File: config.mk
export PLATFORM = sky130hd
export DESIGN_NAME = reg_file_wb
export DESIGN_NICKNAME = d
export VERILOG_FILES = /design/src/rtl/reg_file_wb.sv
export SDC_FILE = /design/constraint.sdc
export NUM_CORES = 1
export LEC_CHECK = 0
export CORE_ASPECT_RATIO = 0.9
export CORE_UTILIZATION = 60
export DETAILED_ROUTE_END_ITERATION = 16
export GPL_ROUTABILITY_DRIVEN = 0
export HOLD_SLACK_MARGIN = 0.06
export PLACE_DENSITY_LB_ADDON = 0.08
export SLEW_MARGIN = 25
export SYNTH_ARGS = -nofsm -noshare
export SYNTH_HDL_FRONTEND = slang
export SYNTH_SLANG_ARGS = --single-unit
File: constraint.sdc
create_clock -name clk -period 13.1 [get_ports clk]
set_clock_uncertainty 0.1 [all_clocks]
set_input_delay 1.965 -clock clk [delete_from_list [all_inputs] [get_ports clk]]
set_output_delay 1.965 -clock clk [all_outputs]
set_load 0.1 [all_outputs]
File: src/rtl/reg_file_wb.sv
// Write-back register file: 16 x 16-bit storage, two registered read ports with
// same-edge write bypass, and a debug dump engine that streams all registers out.
module reg_file_wb #(
  parameter bit R0_ZERO = 1'b1
) (
  input  logic        clk,
  input  logic        rst,
  input  logic        we_DM_WB,
  input  logic [3:0]  dst_addr_DM_WB,
  input  logic [15:0] rf_w_data_DM_WB,
  input  logic [3:0]  p0_addr,
  input  logic [3:0]  p1_addr,
  input  logic        re0,
  input  logic        re1,
  input  logic        stall,
  output logic [15:0] p0,
  output logic [15:0] p1,
  input  logic        dbg_req,
  output logic        dbg_busy,
  output logic        dbg_vld,
  output logic [3:0]  dbg_idx,
  output logic [15:0] dbg_data
);

  localparam logic [0:0] IDLE = 1'b0;
  localparam logic [0:0] SCAN = 1'b1;

  logic [15:0] regs_q [16];
  logic        wrEn;

  logic [15:0] p0_q, p0_d;
  logic [15:0] p1_q, p1_d;

  logic [0:0]  state_q, state_d;
  logic [3:0]  scanCnt_q, scanCnt_d;
  logic        dbgVld_q, dbgVld_d;
  logic [3:0]  dbgIdx_q, dbgIdx_d;
  logic [15:0] dbgData_q, dbgData_d;

  // Register 0 is hardwired to zero when R0_ZERO is set, so its writes are dropped.
  assign wrEn = we_DM_WB && !(R0_ZERO && (dst_addr_DM_WB == 4'd0));

  function automatic logic [15:0] readPort(input logic [3:0] idx);
    if (R0_ZERO && (idx == 4'd0)) begin
      return 16'h0000;
    end else if (wrEn && (dst_addr_DM_WB == idx)) begin
      return rf_w_data_DM_WB;
    end else begin
      return regs_q[idx];
    end
  endfunction

  always_ff @(posedge clk or posedge rst) begin
    if (rst) begin
      for (int i = 0; i < 16; i++) begin
        regs_q[i] <= 16'h0000;
      end
    end else if (wrEn) begin
      regs_q[dst_addr_DM_WB] <= rf_w_data_DM_WB;
    end
  end

  always_comb begin
    p0_d = p0_q;
    p1_d = p1_q;
    if (re0 && !stall) begin
      p0_d = readPort(p0_addr);
    end
    if (re1 && !stall) begin
      p1_d = readPort(p1_addr);
    end
  end

  // The exit edge returns to IDLE without looking at dbg_req, so a request held
  // across the last word only starts a new scan one edge later.
  always_comb begin
    state_d   = state_q;
    scanCnt_d = scanCnt_q;
    dbgVld_d  = 1'b0;
    dbgIdx_d  = dbgIdx_q;
    dbgData_d = dbgData_q;
    if (state_q == IDLE) begin
      if (dbg_req) begin
        state_d   = SCAN;
        scanCnt_d = 4'd0;
      end
    end else begin
      dbgVld_d  = 1'b1;
      dbgIdx_d  = scanCnt_q;
      dbgData_d = readPort(scanCnt_q);
      scanCnt_d = scanCnt_q + 4'd1;
      if (scanCnt_q == 4'd15) begin
        state_d = IDLE;
      end
    end
  end

  always_ff @(posedge clk or posedge rst) begin
    if (rst) begin
      p0_q      <= 16'h0000;
      p1_q      <= 16'h0000;
      state_q   <= IDLE;
      scanCnt_q <= 4'd0;
      dbgVld_q  <= 1'b0;
      dbgIdx_q  <= 4'd0;
      dbgData_q <= 16'h0000;
    end else begin
      p0_q      <= p0_d;
      p1_q      <= p1_d;
      state_q   <= state_d;
      scanCnt_q <= scanCnt_d;
      dbgVld_q  <= dbgVld_d;
      dbgIdx_q  <= dbgIdx_d;
      dbgData_q <= dbgData_d;
    end
  end

  assign p0       = p0_q;
  assign p1       = p1_q;
  assign dbg_busy = (state_q == SCAN);
  assign dbg_vld  = dbgVld_q;
  assign dbg_idx  = dbgIdx_q;
  assign dbg_data = dbgData_q;

endmodule

==> impl_metrics.json <==
{
  "nets": 1513,
  "fp.dieH_um": 167.9,
  "drive_gt1_frac": 0.3020,
  "finalCritPeriodShare": 0.3770,
  "dieArea_um2": 31290,
  "slew_headroom": 0.2309,
  "cts_root_buffer": "clkbuf_16",
  "yosysSeqAreaShare": 0.4281,
  "cts_tree": "yes",
  "cts_setup_buffers": 0,
  "ant_nets": 0,
  "holdWs_ns": 0.3266,
  "synthesis.nets": 1515,
  "die_w_um": 186.4,
  "clock_latency_ns": 0.53,
  "routed-wl-met3_um": 6615,
  "wl_per_cell_um": 29.62,
  "hpwl_um": 34760,
  "clock_sinks": 314,
  "cp_slowest_cell": "a311oi_1",
  "synth_edf_count": 0,
  "vias": 13467,
  "worst-setup-path-type": "input pin to flop",
  "crit_top_cell": "buf_4",
  "yosys_most_used_dff": "dfrtp_1",
  "setup-violations-final": 0,
  "io_pins": 89,
  "critPathMaxStageDelay_ns": 0.75,
  "leakagePower_nw": 8.509,
  "drt_iter0_drc": 1780,
  "synth_top_area_frac": 0.4281,
  "first_pass_iters": 7,
  "num-fill-cells": 2176,
  "cts_resized": 0,
  "setup-tns-final_ns": 0,
  "path_cells": "buf_4, buf_4, buf_4, mux4_2, a311oi_1, and3_1, o21ai_0",
  "synth_area_leader_cell": "dfrtp_1",
  "ctsHoldBuffers": 0,
  "clockBufferDepth": 3,
  "cellPowerDensity_nw_per_um2": 208.0,
  "grt_pass1_wl_um": 85590,
  "antenna_cells": 0,
  "core_um2": 29950,
  "grt_pass1_vias": 13088,
  "tightest_slew_ns": 1.151,
  "drc": 0,
  "maxSlewViolCount": 0,
  "async_flop_share": 1.000,
  "start_util": 0.6127,
  "grt_overflow": 0,
  "rsz0062_at_grt": "no",
  "drt-met1-wl_um": 23920,
  "hold_viol_final": 0,
  "drt_wl_total_um": 56370,
  "final.min_clock_period_ns": 4.939,
  "yosys.cell_types.count": 40,
  "maxCapViolations": 0,
  "ctsHtreeMaxLevel": 2,
  "synth.avg_cell_area_um2": 12.42,
  "areaGrowthSynthToFinish_pct": 10.66,
  "hold_class": "flop to flop",
  "ir_worst_vdd_uv": 174.6,
  "wl_met2_um": 24630,
  "max_freq_mhz": 202.5,
  "antenna_found_initial": 2,
  "status": "finished, final reports clean",
  "worstPathRequired_ns": 13.40,
  "cp.arrival_ns": 5.24,
  "cts_made_buffers": 35,
  "ys_ff_latch": 314,
  "io_buffers": 88,
  "row_count": 60,
  "syn_inst": 1478,
  "end_kind": "flop",
  "highest_layer": "met4",
  "critPathTopFamily": "buffers and inverters",
  "ys_warn_count": 0,
  "vias_per_cell": 7.077,
  "grt_start_max_net_pins": 95,
  "cp-start-kind": "input pin",
  "worstPathBufferInverterCount": 3,
  "cts.clk_slew.worst_paths_ns": 0.06,
  "synthTopCellsByArea": "dfrtp_1 (43%), mux2_2 (15%), mux4_2 (12%), mux2i_1 (10%), o22ai_1 (3.3%)",
  "critPathMaxFanout": 42,
  "track_usage": 0.3681,
  "netlist_area_um2": 18350
}
[worst reg2reg max path, cell delays in order, from the launching register on]
cell	delay (ns)
dfrtp_4	1.01
buf_4	0.92
mux4_2	0.71
nand2_1	0.22
and3_1	0.23
o32ai_2	0.09
[synthesized netlist by cell type, types with 8 or more instances]
cell,count
dfrtp_1,314
mux2_2,239
mux2i_1,192
o22ai_1,97
mux4_2,96
nand2_1,88
buf_2,67
clkbuf_1,65
a311oi_1,45
and3_1,45
o21ai_0,39
nor2_1,33
o21ai_1,22
inv_1,20
buf_4,15
xor2_1,13
o32ai_2,10
buf_6,8
[sequential cells by signal (all words and copies together) (netlist names)]
signal	cells
dbg_idx	4
dbg_vld	1
p0	16
scanCnt_q	4
dbg_busy	1
p1	16
regs_q	256
dbg_data	16
[routing by layer]
| layer | vias to the layer above | GRT usage |
|---|---|---|
| met2 | 793 | 0.5336 |
| met4 | 0 | 0.09450 |
| met1 | 6967 | 0.5362 |
| met3 | 98 | 0.1176 |
| li1 | 5609 | - |
| met5 | - | 0 |
[placed cells by master, fill, tap and decap left out, types with 9 or more instances in the layout]
| cell | synthesis | final |
|---|---|---|
| mux2i_1 | 192 | 192 |
| inv_1 | 20 | 19 |
| and3_1 | 45 | 45 |
| mux4_2 | 96 | 96 |
| clkdlybuf4s50_1 | 0 | 83 |
| o21ai_1 | 22 | 22 |
| o32ai_2 | 10 | 10 |
| clkbuf_16 | 0 | 37 |
| xor2_1 | 13 | 13 |
| nor2_2 | 0 | 9 |
| mux2_2 | 239 | 239 |
| buf_4 | 15 | 35 |
| dfrtp_1 | 314 | 312 |
| a311oi_1 | 45 | 45 |
| o22ai_1 | 97 | 97 |
| clkbuf_1 | 65 | 10 |
| o21ai_0 | 39 | 39 |
| nand2_1 | 88 | 87 |
| nor2_1 | 33 | 24 |
[worst paths after layout]
kind / startpoint / endpoint / slack [ns] / depth (start not counted)
worst max-delay path: p0_addr[0] / p0[10] / 8.16 / 7
worst min-delay path: regs_q[253] / regs_q[253] / 0.33 / 0
worst max register to register: scanCnt_q[0] / dbg_data[1] / 9.66 / 5
worst min register to register: regs_q[253] / regs_q[253] / 0.33 / 0
max in group asynchronous: rst / dbg_data[1] / 9.04 / 4
min in group asynchronous: rst / regs_q[61] / 1.85 / 2
[where the power goes]
part	internal, mW	switching, mW
Combinational	0.735	1.04
Sequential	1.21	0.271
Clock	0.571	0.396
[stage by stage]
| stage | util | instances | area, um^2 | total power, mW | worst slack (ns) |
|---|---|---|---|---|---|
| final | 0.6780 | 1903 | 20310 | 4.224 | 8.161 |
| after global routing | 0.6780 | 1903 | 20310 | 4.400 | 8.087 |
| after CTS | 0.6778 | 1903 | 20300 | 4.199 | 8.340 |
| after detailed placement | 0.6404 | 1842 | 19180 | 3.233 | 7.772 |
| after global placement | 0.6401 | 1842 | 19170 | 3.198 | 7.654 |
| after floorplan | - | 1478 | 18350 | 2.778 | 2.349 |
[layout make-up]
cell class | count | area [um^2] | share of cell area
Multi-Input combinational cell | 982 | 9610 | 0.4732
Inverter | 20 | 82.58 | 0.004066
Timing Repair Buffer | 123 | 1131 | 0.05569
Tap cell | 403 | 504.2 | 0.02483
Clock inverter | 8 | 72.57 | 0.003573
Clock buffer | 53 | 1046 | 0.05150
Sequential cell | 314 | 7863 | 0.3871
[logic make-up (layout without fill, tap and decap cells)]
group                      Yosys count  after routing  synth area share
muxes                              532            532            0.3722
DFF                                314            314            0.4281
AOI/OAI and AO/OA                  228            228           0.08658
and+or+nand+nor                    207            207           0.05570
buffers and inverters              182            204           0.04983
xor gates and xnor gates            13             13          0.006204
adders and majority gates            2              2          0.001363
(Power assumes the default switching activity.)
